File: src/rtl/pwm_motor_input_capture.sv
// Per-channel PWM high-time/period capture with timeout detection and a 1-cycle read port.
// Optional glitch filter enabled by defining PWM_CAPTURE_GLITCH_FILTER_EN.
module pwm_motor_input_capture #(
  parameter int unsigned C_S_AXI_ACLK_FREQ_HZ = 100000000,
  parameter int unsigned NUMBER_OF_CHANNELS   = 4,
  parameter int unsigned ADDR_WIDTH           = 7,
  parameter int unsigned TIMEOUT_CYCLES       = 10000000,
  parameter int unsigned FILTER_CYCLES        = 4
) (
  input  logic                          S_AXI_ACLK,
  input  logic                          S_AXI_ARESET,
  input  logic [NUMBER_OF_CHANNELS-1:0] MOTOR_IN,
  input  logic                          rd_en,
  input  logic [ADDR_WIDTH-1:0]         rd_addr,
  output logic [31:0]                   rd_data,
  output logic                          rd_valid,
  output logic [NUMBER_OF_CHANNELS-1:0] CAPTURE_STB
);
  localparam int unsigned N  = NUMBER_OF_CHANNELS;
  localparam int unsigned WW = ADDR_WIDTH - 2;

  logic [N-1:0]  sync1_q, sync2_q, prev_q, lvl, rise, fall, tmo;
  logic [31:0]   cnt_q [N];
  logic [31:0]   width_q [N];
  logic [31:0]   period_q [N];
  logic [N-1:0]  armed_q, valid_q, lost_q, stb_q;
  logic [31:0]   rd_data_q;
  logic          rd_valid_q;
  logic [WW-1:0] word;
  logic          status_rd;
  logic [31:0]   status, rd_mux;

  // The synchronizer keeps tracking the pins through reset so that a level
  // already present at reset release is not mistaken for a fresh edge.
  always_ff @(posedge S_AXI_ACLK) begin
    sync1_q <= MOTOR_IN;
    sync2_q <= sync1_q;
    prev_q  <= lvl;
  end

`ifdef PWM_CAPTURE_GLITCH_FILTER_EN
  localparam int unsigned FCW = $clog2(FILTER_CYCLES + 1);
  logic [N-1:0]   filt_q;
  logic [FCW-1:0] fcnt_q [N];
  logic           unused_w;

  always_ff @(posedge S_AXI_ACLK) begin
    for (int unsigned i = 0; i < N; i++) begin
      if (sync2_q[i] != filt_q[i]) begin
        if (fcnt_q[i] == FCW'(FILTER_CYCLES - 1)) begin
          filt_q[i] <= sync2_q[i];
          fcnt_q[i] <= '0;
        end else begin
          fcnt_q[i] <= fcnt_q[i] + 1'b1;
        end
      end else begin
        fcnt_q[i] <= '0;
      end
    end
  end
  assign lvl      = filt_q;
  assign unused_w = ^rd_addr[1:0];
`else
  logic unused_w;
  assign lvl      = sync2_q;
  assign unused_w = ^{rd_addr[1:0], FILTER_CYCLES};
`endif

  assign rise      = lvl & ~prev_q;
  assign fall      = ~lvl & prev_q;
  assign word      = rd_addr[ADDR_WIDTH-1:2];
  assign status_rd = rd_en && (word == WW'(2));

  always_comb begin
    tmo = '0;
    for (int unsigned i = 0; i < N; i++) begin
      tmo[i] = (cnt_q[i] == TIMEOUT_CYCLES) && !rise[i];
    end
  end

  always_comb begin
    status         = '0;
    status[N-1:0]  = valid_q;
    status[16+:N]  = lost_q;
    rd_mux         = '0;
    if (word == WW'(0)) rd_mux = C_S_AXI_ACLK_FREQ_HZ;
    if (word == WW'(1)) rd_mux = N;
    if (word == WW'(2)) rd_mux = status;
    for (int unsigned i = 0; i < N; i++) begin
      if (word == WW'(8 + i))  rd_mux = width_q[i];
      if (word == WW'(16 + i)) rd_mux = period_q[i];
    end
  end

  always_ff @(posedge S_AXI_ACLK) begin
    if (S_AXI_ARESET) begin
      armed_q    <= '0;
      valid_q    <= '0;
      lost_q     <= '0;
      stb_q      <= '0;
      rd_data_q  <= '0;
      rd_valid_q <= 1'b0;
      for (int unsigned i = 0; i < N; i++) begin
        cnt_q[i]    <= '0;
        width_q[i]  <= '0;
        period_q[i] <= '0;
      end
    end else begin
      rd_valid_q <= rd_en;
      if (rd_en) rd_data_q <= rd_mux;
      stb_q <= '0;
      for (int unsigned i = 0; i < N; i++) begin
        // A lost event in the same cycle as a STATUS read keeps the bit set.
        lost_q[i] <= (lost_q[i] & ~status_rd) | tmo[i];
        if (rise[i]) begin
          cnt_q[i]   <= 32'd1;
          armed_q[i] <= 1'b1;
          if (armed_q[i]) begin
            period_q[i] <= cnt_q[i];
            stb_q[i]    <= 1'b1;
            valid_q[i]  <= 1'b1;
          end
        end else begin
          if (cnt_q[i] != '1) cnt_q[i] <= cnt_q[i] + 32'd1;
          if (tmo[i]) begin
            valid_q[i]  <= 1'b0;
            armed_q[i]  <= 1'b0;
            width_q[i]  <= '0;
            period_q[i] <= '0;
          end else if (fall[i] && armed_q[i]) begin
            // Unarmed falls belong to a pulse whose start was never seen.
            width_q[i] <= cnt_q[i];
          end
        end
      end
    end
  end

  assign rd_data     = rd_data_q;
  assign rd_valid    = rd_valid_q;
  assign CAPTURE_STB = stb_q;
endmodule
File: config.mk
export PLATFORM = sky130hd
export DESIGN_NAME = pwm_motor_input_capture
export DESIGN_NICKNAME = d
export VERILOG_FILES = /design/src/rtl/pwm_motor_input_capture.sv
export SDC_FILE = /design/constraint.sdc
export NUM_CORES = 1
export LEC_CHECK = 0
export ABC_AREA = 1
export CAP_MARGIN = 10
export CORE_ASPECT_RATIO = 1.5
export CORE_MARGIN = 4
export CORE_UTILIZATION = 50
export CTS_CLUSTER_DIAMETER = 60
export DETAILED_ROUTE_END_ITERATION = 6
export GPL_TIMING_DRIVEN = 1
export HOLD_SLACK_MARGIN = 0.12
export PLACE_DENSITY = 0.74
export SETUP_SLACK_MARGIN = 0.2
export SLEW_MARGIN = 20
export SYNTH_ARGS = -nofsm -noshare
export SYNTH_HDL_FRONTEND = slang
export SYNTH_SLANG_ARGS = --single-unit
export TNS_END_PERCENT = 100
File: constraint.sdc
create_clock -name S_AXI_ACLK -period 7.6 [get_ports S_AXI_ACLK]
set_clock_uncertainty 0.2 [all_clocks]
set_input_delay 1.14 -clock S_AXI_ACLK [delete_from_list [all_inputs] [get_ports S_AXI_ACLK]]
set_output_delay 1.14 -clock S_AXI_ACLK [all_outputs]
set_load 0.1 [all_outputs]
==> Word-level counts from Yosys, hierarchy flattened <==
Memories as Yosys holds them, arrays and structs flattened.
Cells that the tools add are included.
{ "classes": {"add_sub_neg": 4, "n_eq_ne": 22, "n_mux": 133, "bitwise_logic": 37, "reduce_logical": 22} }
{ "op_table": {"columns": ["cell", "count"], "rows": [
  ["$mux 32", 34],
  ["$add 32x1->32 const B", 4],
  ["$eq 32x24->1 const B", 4],
  ["$ne 32x32->1 const B", 4],
  ["$mux 1", 98],
  ["$or 1x1->1", 28],
  ["$mux 27", 1],
  ["$eq 5x4->1 const B", 4],
  ["$eq 5x5->1 const B", 4],
  ["$logic_and 1x1->1", 9],
  ["$and 4x4->4", 2],
  ["$ne 2x1->1 const B", 4],
  ["$not 4->4", 2],
  ["$reduce_and 2->1", 4],
  ["$reduce_bool 2->1", 4],
  ["$eq 5x1->1 const B", 1],
  ["$eq 5x2->1 const B", 1],
  ["$logic_not 5->1", 1],
  ["$and 1x1->1", 4],
  ["$logic_not 1->1", 4],
  ["$not 1->1", 1]
]} }
{ "totals": {"ff_bits": 61, "ram_bits": 384, "in_bits": 14, "output_inout_bits": 37, "word_cells": 236, "n_memories": 3} }
{ "memory_table": {"columns": ["memory", "depth", "word_bits", "rd", "rd_clocked_by_memory_dff", "wr", "line_no", "source"], "rows": [
  ["cnt_q", 4, 32, 4, 0, 4, "23", "logic [31:0] cnt_q [N];"],
  ["period_q", 4, 32, 4, 0, 4, "25", "logic [31:0] period_q [N];"],
  ["width_q", 4, 32, 4, 0, 4, "24", "logic [31:0] width_q [N];"]
]} }

==> Depth between registers and ports, before layout <==
Gate-level depths: netlist of run 1.
{ "logic_depth": {"ltp_word": 12, "mapped_depth": 13} }

==> Worst setup path after synthesis of run 1 <==
Ideal clock, no wire load.
{ "synth_path": {"kind": "input port to flip-flop", "from": "input port S_AXI_ARESET", "to": "memory cnt_q[0][0] (enable)", "setup_ns": 0.629, "t_arrival_ns": 2.572, "required_ns": 6.771, "slack_ns": 4.199, "cell_stages": 4, "n_path_buf": 2, "cell_sequence": "clkbuf_1 -> clkbuf_1 -> a21oi_1 -> nand4_1"} }
{ "synth_lines": {"columns": ["element", "line_no", "source"], "rows": [
  ["start: declaration", "11", "input logic S_AXI_ARESET,"],
  ["end: declaration", "23", null]
]} }

==> Final worst setup path of run 1 <==
{ "layout_path": {"from": "input port rd_addr[5]", "to": "register rd_data_q[23] (netlist: rd_data[23])"} }
{ "layout_via": {"elab_chain_cells": 12, "word_cells_on_any_way": 22, "cone_classes": "eq/ne (10); mux (11); reduce/logical (1)"} }
{ "layout_rtl": {"columns": ["element", "line_no", "source"], "rows": [
  ["start: declaration", "14", "input logic [ADDR_WIDTH-1:0] rd_addr,"],
  ["$logic_not 5->1", "86", "if (word == WW'(0)) rd_mux = C_S_AXI_ACLK_FREQ_HZ;"],
  ["$mux 27", "86", null],
  ["$mux 32", "87", "if (word == WW'(1)) rd_mux = N;"],
  ["$mux 32", "88", "if (word == WW'(2)) rd_mux = status;"],
  ["$mux 32", "90", "if (word == WW'(8 + i)) rd_mux = width_q[i];"],
  ["$mux 32", "91", "if (word == WW'(16 + i)) rd_mux = period_q[i];"],
  ["$mux 32", "90", null],
  ["$mux 32", "91", null],
  ["$mux 32", "90", null],
  ["$mux 32", "91", null],
  ["$mux 32", "90", null],
  ["$mux 32 *", "91", null],
  ["end signal: assignment", "110", "if (rd_en) rd_data_q <= rd_mux;"],
  ["end: declaration", "27", "logic [31:0] rd_data_q;"]
]} }
Every way passes the cells marked *; elsewhere a longest branch is shown, timed or not.
A chain may end at the register's enable or synchronous reset.

==> results.md, run 1 <==
- DIE AREA: 45600 sq um
- PwrDens: 221 nW/um^2
- Antenna Nets Post-Route: 0
- Synth Cell Area: 21100 sq um
- Seq/Total Area, Yosys: 0.605
- Crit end category: flop
- Synth warnings: 0
- Max Clock Freq: 0.259 GHz
- Period utilisation layout: 0.509
- Area Growth Syn to Fin: 11.6%
- Die width: 176 um
- Syn_area_per_cell: 9.30 sq um
- Max cap viols: 0
- Final setup violation count: 0
- R2r worst-path depth: 13
- Worst hold stages: 0
- Post-Route Setup TNS: 0 ns
- Post-cts sizing count: 0
- Avg Vias per Cell: 5.67
- CP max FO: 28
- GP Congestion: 0.908
- Most common cell after layout, fill and taps aside: nand2_1
- Ports: 51
- FF+latch count, synth: 445
- Core Footprint: 41400 sq um
- Slowest cell on the critical path: nor2_4
- Post-synth cell types: 44
- Die Span Y: 260 um
- Min cycle time layout: 3.87 ns
- Iteration-0 DRC Markers: 1930
- Total power: 5.20 mW
- Rel. slew slack: 0.275
- CP startpoint kind: input port
- Largest cells by area after synthesis: edfxtp_1 55%, nor2_1 8.3%, nand2_1 8.3%
- Critical path data required time: 7.80 ns
- Layout cells sized above 1: 0.0717
- DRC: 0
- Max VDD drop: roughly 0.00022 V
- Vias: roughly 16000
- Area share of the largest cell type after synthesis: 0.547
- First-pass GRT wire length: 87.7 mm
- Drt pass-1 iters: 6
- Net Count, Synth: 2290
- Postcts setup bufs: 0
- CTS Buffer Depth: 3
- Total congestion overflow: 0
- H-tree Lvls: 2
- Fin util: 0.568
- CTS buffer count: just over 40
- Top cell type by total area after synthesis: edfxtp_1
- CP peak stage delay: 0.63 ns
- CTS hold repair buffers: 0
- WL/cell: 19.9 um
- Hold Path Class: reg -> reg
- IO Port Bufs: 48
- Status: finished, final reports clean
- Worst-Margin Slew: 1.09 ns
- Initial antenna violation count: 1
- Finished Cell Area: 23500 sq um
- CP bufs+invs: 2
- WL final: 57.9 mm
- CTS tree: done
- CP Cell Sequence: clkdlybuf4s50_1, nor2_2, nand2_1, nor2_4, inv_1, o21ai_0, nand4_1, o21ai_0, nand4_1, nand2_1, a21oi_1
- Setup CP Type: in -> reg
- Lkg Pwr: 8.02 nW
- CTS Sinks: 445
- Clock latency on the worst-skew pair: between 0.5 and 0.6 ns
- Final Hold Viols: 0
- Data arrival time of the worst path: between 4 and 5 ns
- Reg clk slew, reported paths: 0.06 ns
- Synth Instances: around 2300
- Most frequent cells in the layout: 467 x nand2_1, 465 x nor2_1, 384 x edfxtp_1
- Dpl hpwl: 40.4 mm
- Unrepaired setup endpoints after global routing: false
- CP top delay family: simple AND/OR/NAND/NOR gates
- Levels on crit path: 11
- Global-route usage over all layers: 0.248
- Largest net degree at the start of global routing: 58
- Starting density of the core: 0.509
- Row Count: 91
- Vias in the first global route: 15793
- Placed Area: 22100 sq um
- Final nets: 2333
- CTS Root Cell: clkbuf_16
- Max-slew violation count: 0
## routing by layer
layer  global-route usage  share of wire
met1                0.287           0.35
met2                0.440           0.51
met4                0.151          0.073
met5                    0              0
met3               0.0268          0.070
## through the flow
step	std cells	hold slack (ns)	setup WS [ns]
CTS	2902	0.126	3.74
global placement	2826	0.111	3.20
floorplan	2268	0.110	4.20
global route	2903	0.133	3.56
finish	2903	0.126	3.73
detailed placement	2826	0.112	3.19
## worst reg2reg max path, stage by stage, from the launching register on
cell	delay, ns
edfxtp_1	0.40
ha_1	0.19
nand2_1	0.08
nor2_1	0.17
nand2_1	0.14
inv_1	0.11
nand2_1	0.07
nor2_1	0.13
nand4_1	0.10
nor2_1	0.21
nand4_1	0.13
nor2_1	0.11
nand4_1	0.71
buf_4	0.52
## kinds of logic (layout without fill, tap and decap cells)
kind of cell | count (synthesis) | in the layout | share of synthesized area
simple gates | 1287 | 1287 | 0.273
compound gates | 185 | 185 | 0.0453
flops | 445 | 445 | 0.605
xor+xnor | 28 | 28 | 0.0120
buf+inv | 315 | 391 | 0.0604
other cells | 0 | 1 | 0
fa+ha+maj | 8 | 8 | 0.00475
## registers in the layout (all words and copies together) (netlist names)
signal and count:
rd_data 32, width_q 128, valid_q 4, armed_q 4, sync1_q 4, CAPTURE_STB 4, rd_valid 1, period_q 128
prev_q 4, cnt_q 128, lost_q 4, lvl 4
## cell usage after synthesis (all sizes together)
library cell / instances
o2111ai: 1
xor2: 28
nand4: 103
and3b: 1
nand3b: 3
clkinv: 3
and2: 1
and3: 1
edfxtp: 384
o41ai: 1
nor2: 493
o211ai: 3
nor4: 29
o21a: 1
nor3: 77
clkbuf: 36
nand3: 65
ha: 8
a211oi: 3
inv: 239
nand2: 473
or2: 8
o21ai: 71
o22ai: 1
dfxtp: 61
a31oi: 2
nor3b: 33
a21oi: 102
buf: 37
## path summary, 6_finish.rpt
check                                          startpoint                         to  slack [ns]
worst max-delay path                           rd_addr[5]   rd_data[23]$_SDFFE_PP0P_        3.73
worst min-delay path                   sync1_q[0]$_DFF_P_             lvl[0]$_DFF_P_        0.13
worst max register to register  cnt_q[0][1]$_SDFFCE_PN0P_  cnt_q[0][5]$_SDFFCE_PN0P_        4.07
worst min register to register         sync1_q[0]$_DFF_P_             lvl[0]$_DFF_P_        0.13
## report_power, final
| group | internal (mW) | leakage, nW | switching, mW |
|---|---|---|---|
| sequential | 2.71 | 4.71 | 0.0308 |
| clock | 1.29 | 0.713 | 0.928 |
| combinational | 0.0493 | 2.60 | 0.185 |
| total | 4.06 | 8.02 | 1.14 |
## cell type report
type,count,area (sq um)
Sequential cell,445,12800
Multi-Input combinational cell,1508,7070
Fill cell,3590,17900
Antenna cell,1,2.50
Clock inverter,22,274
Tap cell,558,698
Timing Repair Buffer,73,663
Clock buffer,54,1170
Inverter,242,908
(Power assumes the default switching activity.)
==> run 2, diff against run 1 <==
==> constraint.sdc (replaced) <==
create_clock -name S_AXI_ACLK -period 4 [get_ports S_AXI_ACLK]
set_clock_uncertainty 0.2 [all_clocks]
set_input_delay 0.6 -clock S_AXI_ACLK [delete_from_list [all_inputs] [get_ports S_AXI_ACLK]]
set_output_delay 0.6 -clock S_AXI_ACLK [all_outputs]
set_load 0.1 [all_outputs]
==> results.md, run 2 (synthesis gave the netlist of run 1 again) <==
- GP Congestion: 0.942 (+3.7%)
- N_diodes: 0 (-1)
- Gate power share: 0.046 (about the same)
- Most frequent cells in the layout: 467 x nand2_1, 465 x nor2_1, 384 x edfxtp_1
- WL/cell: 20.0 um (about the same)
- Lkg Pwr: 8.02 nW (about the same)
- CP startpoint kind: flop
- Critical path data required time: 4.07 ns (-3.73 ns)
- Total power: 9.66 mW (+86%)
- CP top delay family: simple AND/OR/NAND/NOR gates
- Worst-Margin Slew: 1.05 ns (-0.0323 ns)
- CP max FO: 25 (-11%)
- Slowest cell on the critical path: buf_4
- Biggest regs: cnt_q (128), period_q (128), width_q (128)
- Period utilisation layout: 0.796
- Levels on crit path: 13 (+2)
- Initial antenna violation count: 0 (-1)
- Core Footprint: 41400 sq um (unchanged)
- Crit path from: cnt_q[1][0]$_SDFFCE_PN0P_
- Met1 Use GR: 0.288 (+0.000361)
- DIE AREA: 45600 sq um (unchanged)
- Total congestion overflow: 0 (unchanged)
- First-pass GRT wire length: 88.3 mm (+0.71%)
- Final Hold Viols: 0 (unchanged)
- Vias: 16532 (+0.52%)
- Psw: 2.18 mW (+91%)
- H-tree Lvls: 2 (unchanged)
- Antenna Nets Post-Route: 0 (unchanged)
- PwrDens: 410 nW/um^2 (+86%)
- Avg Vias per Cell: 5.67 (+0.14%)
- Internal: 7.48 mW (+84%)
- Hold Path Class: reg -> reg
- CTS buffer count: 42 (+2.4%)
- WL final: 58.2 mm (+0.48%)
- Largest net degree at the start of global routing: 33 (-43%)
- Reg-to-Reg Start: cnt_q[1][0]$_SDFFCE_PN0P_
- Grt peak-use layer: met2
- R2r worst-path depth: 13 (unchanged)
- GR Util met3: 0.0323 (+0.00554)
- Rel. slew slack: 0.296 (+0.0216)
- CTS Buffer Depth: 3 (unchanged)
- IO Port Bufs: 48 (unchanged)
- CP bufs+invs: 2 (unchanged)
- Post-cts sizing count: 0 (unchanged)
- Clock network power share: 0.413 (-0.014)
- CP Cell Sequence: ha_1, nand2_1, nor2_1, nand2_2, inv_2, nand4_1, nor2_1, nand2_1, nor2_2, nand4_1, nor2_1, nand4_1, buf_4
- DRC: 0 (unchanged)
- Final setup violation count: 0 (unchanged)
- Status: finished, final reports clean
- Fraction of power spent switching nets: 0.226 (+0.00606)
- Seq pwr share: 0.540 (+0.012)
- CTS tree: done
- Clock latency on the worst-skew pair: 0.57 ns (about the same)
- Dpl hpwl: 41.6 mm (+2.9%)
- Crit end category: flop
- Post-Route Setup TNS: 0 ns (unchanged)
- Postcts setup bufs: 0 (unchanged)
- Most common cell after layout, fill and taps aside: nand2_1
- Iteration-0 DRC Markers: 1978 (+2.5%)
- CTS hold repair buffers: 0 (unchanged)
- Layout cells sized above 1: 0.0739 (+0.00218)
- Ports: 51 (unchanged)
- Min cycle time layout: 3.19 ns
- CTS Sinks: 445 (unchanged)
- Reg-to-reg endpoint: cnt_q[1][3]$_SDFFCE_PN0P_
- Area Growth Syn to Fin: 11.6% (about the same)
- Setup CP Type: reg -> reg
- Starting density of the core: 0.509 (unchanged)
- Critical Path End: cnt_q[1][3]$_SDFFCE_PN0P_
- Unrepaired setup endpoints after global routing: false
- Vias in the first global route: 16001 (+1.3%)
- Drt pass-1 iters: 7 (+1)
- Data arrival time of the worst path: 3.25 ns (-0.82 ns)
- Max Clock Freq: 0.314 GHz
- Final nets: 2344 (+0.47%)
- Row Count: 91 (unchanged)
- Global-route usage over all layers: 0.250 (+0.00205)
- CP peak stage delay: 0.43 ns (-0.20 ns)
- Die Span Y: 260 um (unchanged)
- Die width: 176 um (unchanged)
- Reg clk slew, reported paths: 0.06 ns (about the same)
- Max VDD drop: 0.000363 V (+68%)
- Max cap viols: 0 (unchanged)
- Max-slew violation count: 0 (unchanged)
- R2R Setup Slk: 0.81 ns (-3.26 ns)
- CTS Root Cell: clkbuf_16
- Met2 GRT Util: 0.455 (+0.0145)
[run 2: per-stage QoR]
stage | instances | worst slack, ns | hold slack, ns | util | area, sq um
6_report | 2914 | 0.815 | 0.126 | 0.568 | 23500
5_1_grt | 2914 | 0.515 | 0.138 | 0.568 | 23500
2_1_floorplan | 2268 | 0.721 | 0.110 | - | 21100
3_5_place_dp | 2836 | 0.594 | 0.112 | 0.535 | 22200
4_1_cts | 2914 | 0.857 | 0.126 | 0.568 | 23500
3_3_place_gp | 2836 | 0.642 | 0.110 | 0.535 | 22200
[run 2: routing by layer]
metal	vias up	routed length, um
met5	-	0
met4	0	3340
met3	154	3700
met2	736	30400
met1	7936	20700
li1	7706	-
[run 2: layout make-up]
| cell class | instances | area (sq um) |
|---|---|---|
| clock buffers | 55 | 1140 |
| fillers | 3616 | 17900 |
| inverters | 242 | 908 |
| multi-input cells | 1508 | 7070 |
| clock inverters | 23 | 215 |
| repair buffers | 83 | 751 |
| flip-flops and latches | 445 | 12800 |
| well taps | 558 | 698 |
[run 2: power groups by stage]
stage / logic [mW] / registers [mW] / clock network [mW]
final: 0.449 / 5.22 / 3.99
after CTS: 0.444 / 5.22 / 4.02
after detailed placement: 0.441 / 5.31 / 0
after global placement: 0.434 / 5.31 / 0
after global routing: 0.477 / 5.23 / 4.22
after floorplan: 0.211 / 5.38 / 0
[run 2: worst min path at each step]
stage	from	slack, ns	to	depth (start not counted)
final	sync1_q[1]$_DFF_P_	0.13	lvl[1]$_DFF_P_	0
after CTS	sync1_q[1]$_DFF_P_	0.13	lvl[1]$_DFF_P_	0
after detailed placement	sync1_q[2]$_DFF_P_	0.11	lvl[2]$_DFF_P_	0
after global placement	sync1_q[0]$_DFF_P_	0.11	lvl[0]$_DFF_P_	0
after global routing	sync1_q[2]$_DFF_P_	0.14	lvl[2]$_DFF_P_	0
after floorplan	sync1_q[0]$_DFF_P_	0.11	lvl[0]$_DFF_P_	0
[run 2: worst register-to-register path, cell delays in order, from the launching register on]
cell      delay, ns
edfxtp_1       0.39
ha_1           0.19
nand2_1        0.06
nor2_1         0.24
nand2_2        0.16
inv_2          0.08
nand4_1        0.07
nor2_1         0.14
nand2_1        0.10
nor2_2         0.17
nand4_1        0.11
nor2_1         0.14
nand4_1        0.42
buf_4          0.43
==> run 3, diff against run 2 <==
--- a/config.mk
+++ b/config.mk
@@ -14,7 +14,7 @@
 export DETAILED_ROUTE_END_ITERATION = 6
 export GPL_TIMING_DRIVEN = 1
 export HOLD_SLACK_MARGIN = 0.12
-export PLACE_DENSITY = 0.74
+export PLACE_DENSITY = 0.76
 export SETUP_SLACK_MARGIN = 0.2
 export SLEW_MARGIN = 20
 export SYNTH_ARGS = -nofsm -noshare
==> constraint.sdc (replaced) <==
create_clock -name S_AXI_ACLK -period 2.8 [get_ports S_AXI_ACLK]
set_clock_uncertainty 0.2 [all_clocks]
set_input_delay 0.42 -clock S_AXI_ACLK [delete_from_list [all_inputs] [get_ports S_AXI_ACLK]]
set_output_delay 0.42 -clock S_AXI_ACLK [all_outputs]
set_load 0.1 [all_outputs]
==> results.md, run 3 (synthesis gave the netlist of run 1 again) <==
- Max-slew violation count: 0 (unchanged)
- DRC: 1 (+1)
- Die width: 176 um (unchanged)
- Starting density of the core: 0.509 (unchanged)
- Unrepaired setup endpoints after global routing: true
- Largest net degree at the start of global routing: 33 (unchanged)
- CP Cell Sequence: ha_2, nand2_2, nor2_4, nand3_2, nor2_1, nand4_1, nor2_2, nand4_1, nor2_2, nand3_2, nor2_4, nand3_4, clkbuf_16
- Final nets: 2475 (+5.6%)
- Finished Layout Cells: 3040 (+4.3%)
- Pre-CTS setup slack: -0.0949 ns (-0.689 ns)
- Fin util: 0.607 (+0.0396)
- CP peak stage delay: 0.38 ns (-0.05 ns)
- Biggest regs: cnt_q (128), period_q (128), width_q (128)
- Setup ws final: 0.0763 ns (-0.738 ns)
- Slowest cell on the critical path: edfxtp_1
- WL/cell: 20.2 um (+1.2%)
- H-tree Lvls: 2 (unchanged)
- CTS Sinks: 445 (unchanged)
- Max VDD drop: 0.000502 V (+38%)
- Layout cells sized above 1: 0.151 (+0.0768)
- IO Port Bufs: 48 (unchanged)
- Antenna Nets Post-Route: 0 (unchanged)
- Critical path data required time: 2.91 ns (-1.16 ns)
- Max cap viols: 0 (unchanged)
- Reg clk slew, reported paths: 0.06 ns (about the same)
- Dpl hpwl: 42.9 mm (+3.1%)
- Core Footprint: 41400 sq um (unchanged)
- Failing checks: DRC
- CTS buffer count: 40 (-4.8%)
- Worst-Margin Slew: 0.595 ns (-0.460 ns)
- Max Clock Freq: 0.367 GHz (+17%)
- Most frequent cells in the layout: 454 x nor2_1, 454 x nand2_1, 384 x edfxtp_1
- WL final: 61.4 mm (+5.6%)
- CP max FO: 8 (-68%)
- Area Growth Syn to Fin: 19.4%
- Lkg Pwr: 8.98 nW (+12%)
- Final Hold Viols: 0 (unchanged)
- Fill count: 3367 (-6.9%)
- Iteration-0 DRC Markers: 2001 (+1.2%)
- Initial antenna violation count: 0 (unchanged)
- CTS Buffer Depth: 3 (unchanged)
- Vias in the first global route: 16324 (+2.0%)
- Final setup violation count: 0 (unchanged)
- N_diodes: 0 (unchanged)
- Total congestion overflow: 0 (unchanged)
- DIE AREA: 45600 sq um (unchanged)
- Multi-input logic area: 7310 sq um (+3.4%)
- Setup CP Type: reg -> reg
- Avg Vias per Cell: 5.66 (-0.20%)
- Row Count: 91 (unchanged)
- Period utilisation layout: 0.973 (+0.176)
- Crit end category: flop
- Rel. slew slack: 0.599 (+0.303)
- CTS tree: done
- Finished Cell Area: 25200 sq um (+7.0%)
- Placed Area: 22900 sq um (+3.2%)
- PwrDens: 544 nW/um^2 (+32%)
- Global-route usage over all layers: 0.252 (+0.00198)
- Vias: 17212 (+4.1%)
- Total power: 13.7 mW (+42%)
- GP Congestion: 0.956 (+1.5%)
- FF+latch area: 12800 sq um (unchanged)
- Data arrival time of the worst path: 2.83 ns (-0.42 ns)
- Min cycle time layout: 2.72 ns (-0.462 ns)
- Status: complete, but fails checks
- Ports: 51 (unchanged)
- CTS Root Cell: clkbuf_16
- Die Span Y: 260 um (unchanged)
- Hold Path Class: reg -> reg
- Placed cells: 2905 (+2.4%)
- CP startpoint kind: flop
- First-pass GRT wire length: 89.0 mm (+0.73%)
- Clock latency on the worst-skew pair: 0.55 ns (-0.02 ns)
- Drt pass-1 iters: 7 (unchanged)
[run 3: cell type report]
| class | count | share of cell area |
|---|---|---|
| sequential | 445 | 0.507 |
| clock inverter | 15 | 0.00477 |
| multi-input combinational | 1508 | 0.290 |
| timing repair buffer | 216 | 0.0891 |
| tap | 558 | 0.0277 |
| clock buffer | 56 | 0.0454 |
| inverter | 242 | 0.0361 |
[run 3: critical path, delay by kind of cell (launching register included)]
kind / cells / cell delay (ns)
buffers and inverters: 1 / 0.23
adders and majority gates: 1 / 0.20
DFF: 1 / 0.38
and+or+nand+nor: 11 / 1.47
[run 3: worst paths after layout]
check | start | to | slack (ns) | cells past startpoint
max | cnt_q[2][1]$_SDFFCE_PN0P_ | cnt_q[2][30]$_SDFFCE_PN0P_ | 0.08 | 13
min | sync1_q[1]$_DFF_P_ | lvl[1]$_DFF_P_ | 0.13 | 0
max reg2reg | cnt_q[2][1]$_SDFFCE_PN0P_ | cnt_q[2][30]$_SDFFCE_PN0P_ | 0.08 | 13
min reg2reg | sync1_q[1]$_DFF_P_ | lvl[1]$_DFF_P_ | 0.13 | 0
[run 3: what timing repair did]
| action | CTS | global route |
|---|---|---|
| gates cloned | 0 | 18 |
| endpoints found under the hold margin | 5 | 0 |
| endpoints found under the setup margin | 209 | 500 |
| gates resized for setup | 9 | 58 |
| pin swaps | 0 | 18 |
| setup buffers | 4 | 37 |
| hold buffers | 5 | 0 |
[run 3: routing by layer]
layer | vias up | share of wire | global-route usage
met3 | 238 | 0.064 | 0.0255
met5 | - | 0 | 0
li1 | 7972 | - | -
met4 | 0 | 0.073 | 0.150
met1 | 8143 | 0.34 | 0.284
met2 | 859 | 0.52 | 0.459
[run 3: power breakdown]
part           internal [mW]  switching [mW]
sequential              7.36          0.0994
combinational          0.235           0.534
clock                   3.03            2.42
total                   10.6            3.05
[run 3: metrics by stage]
stage,hold WS (ns),setup TNS (ns)
after floorplan,0.110,-39.87
after global placement,0.111,-0.101
after detailed placement,0.114,-0.241
after CTS,0.130,0
after global routing,0.134,-0.558
final,0.130,0
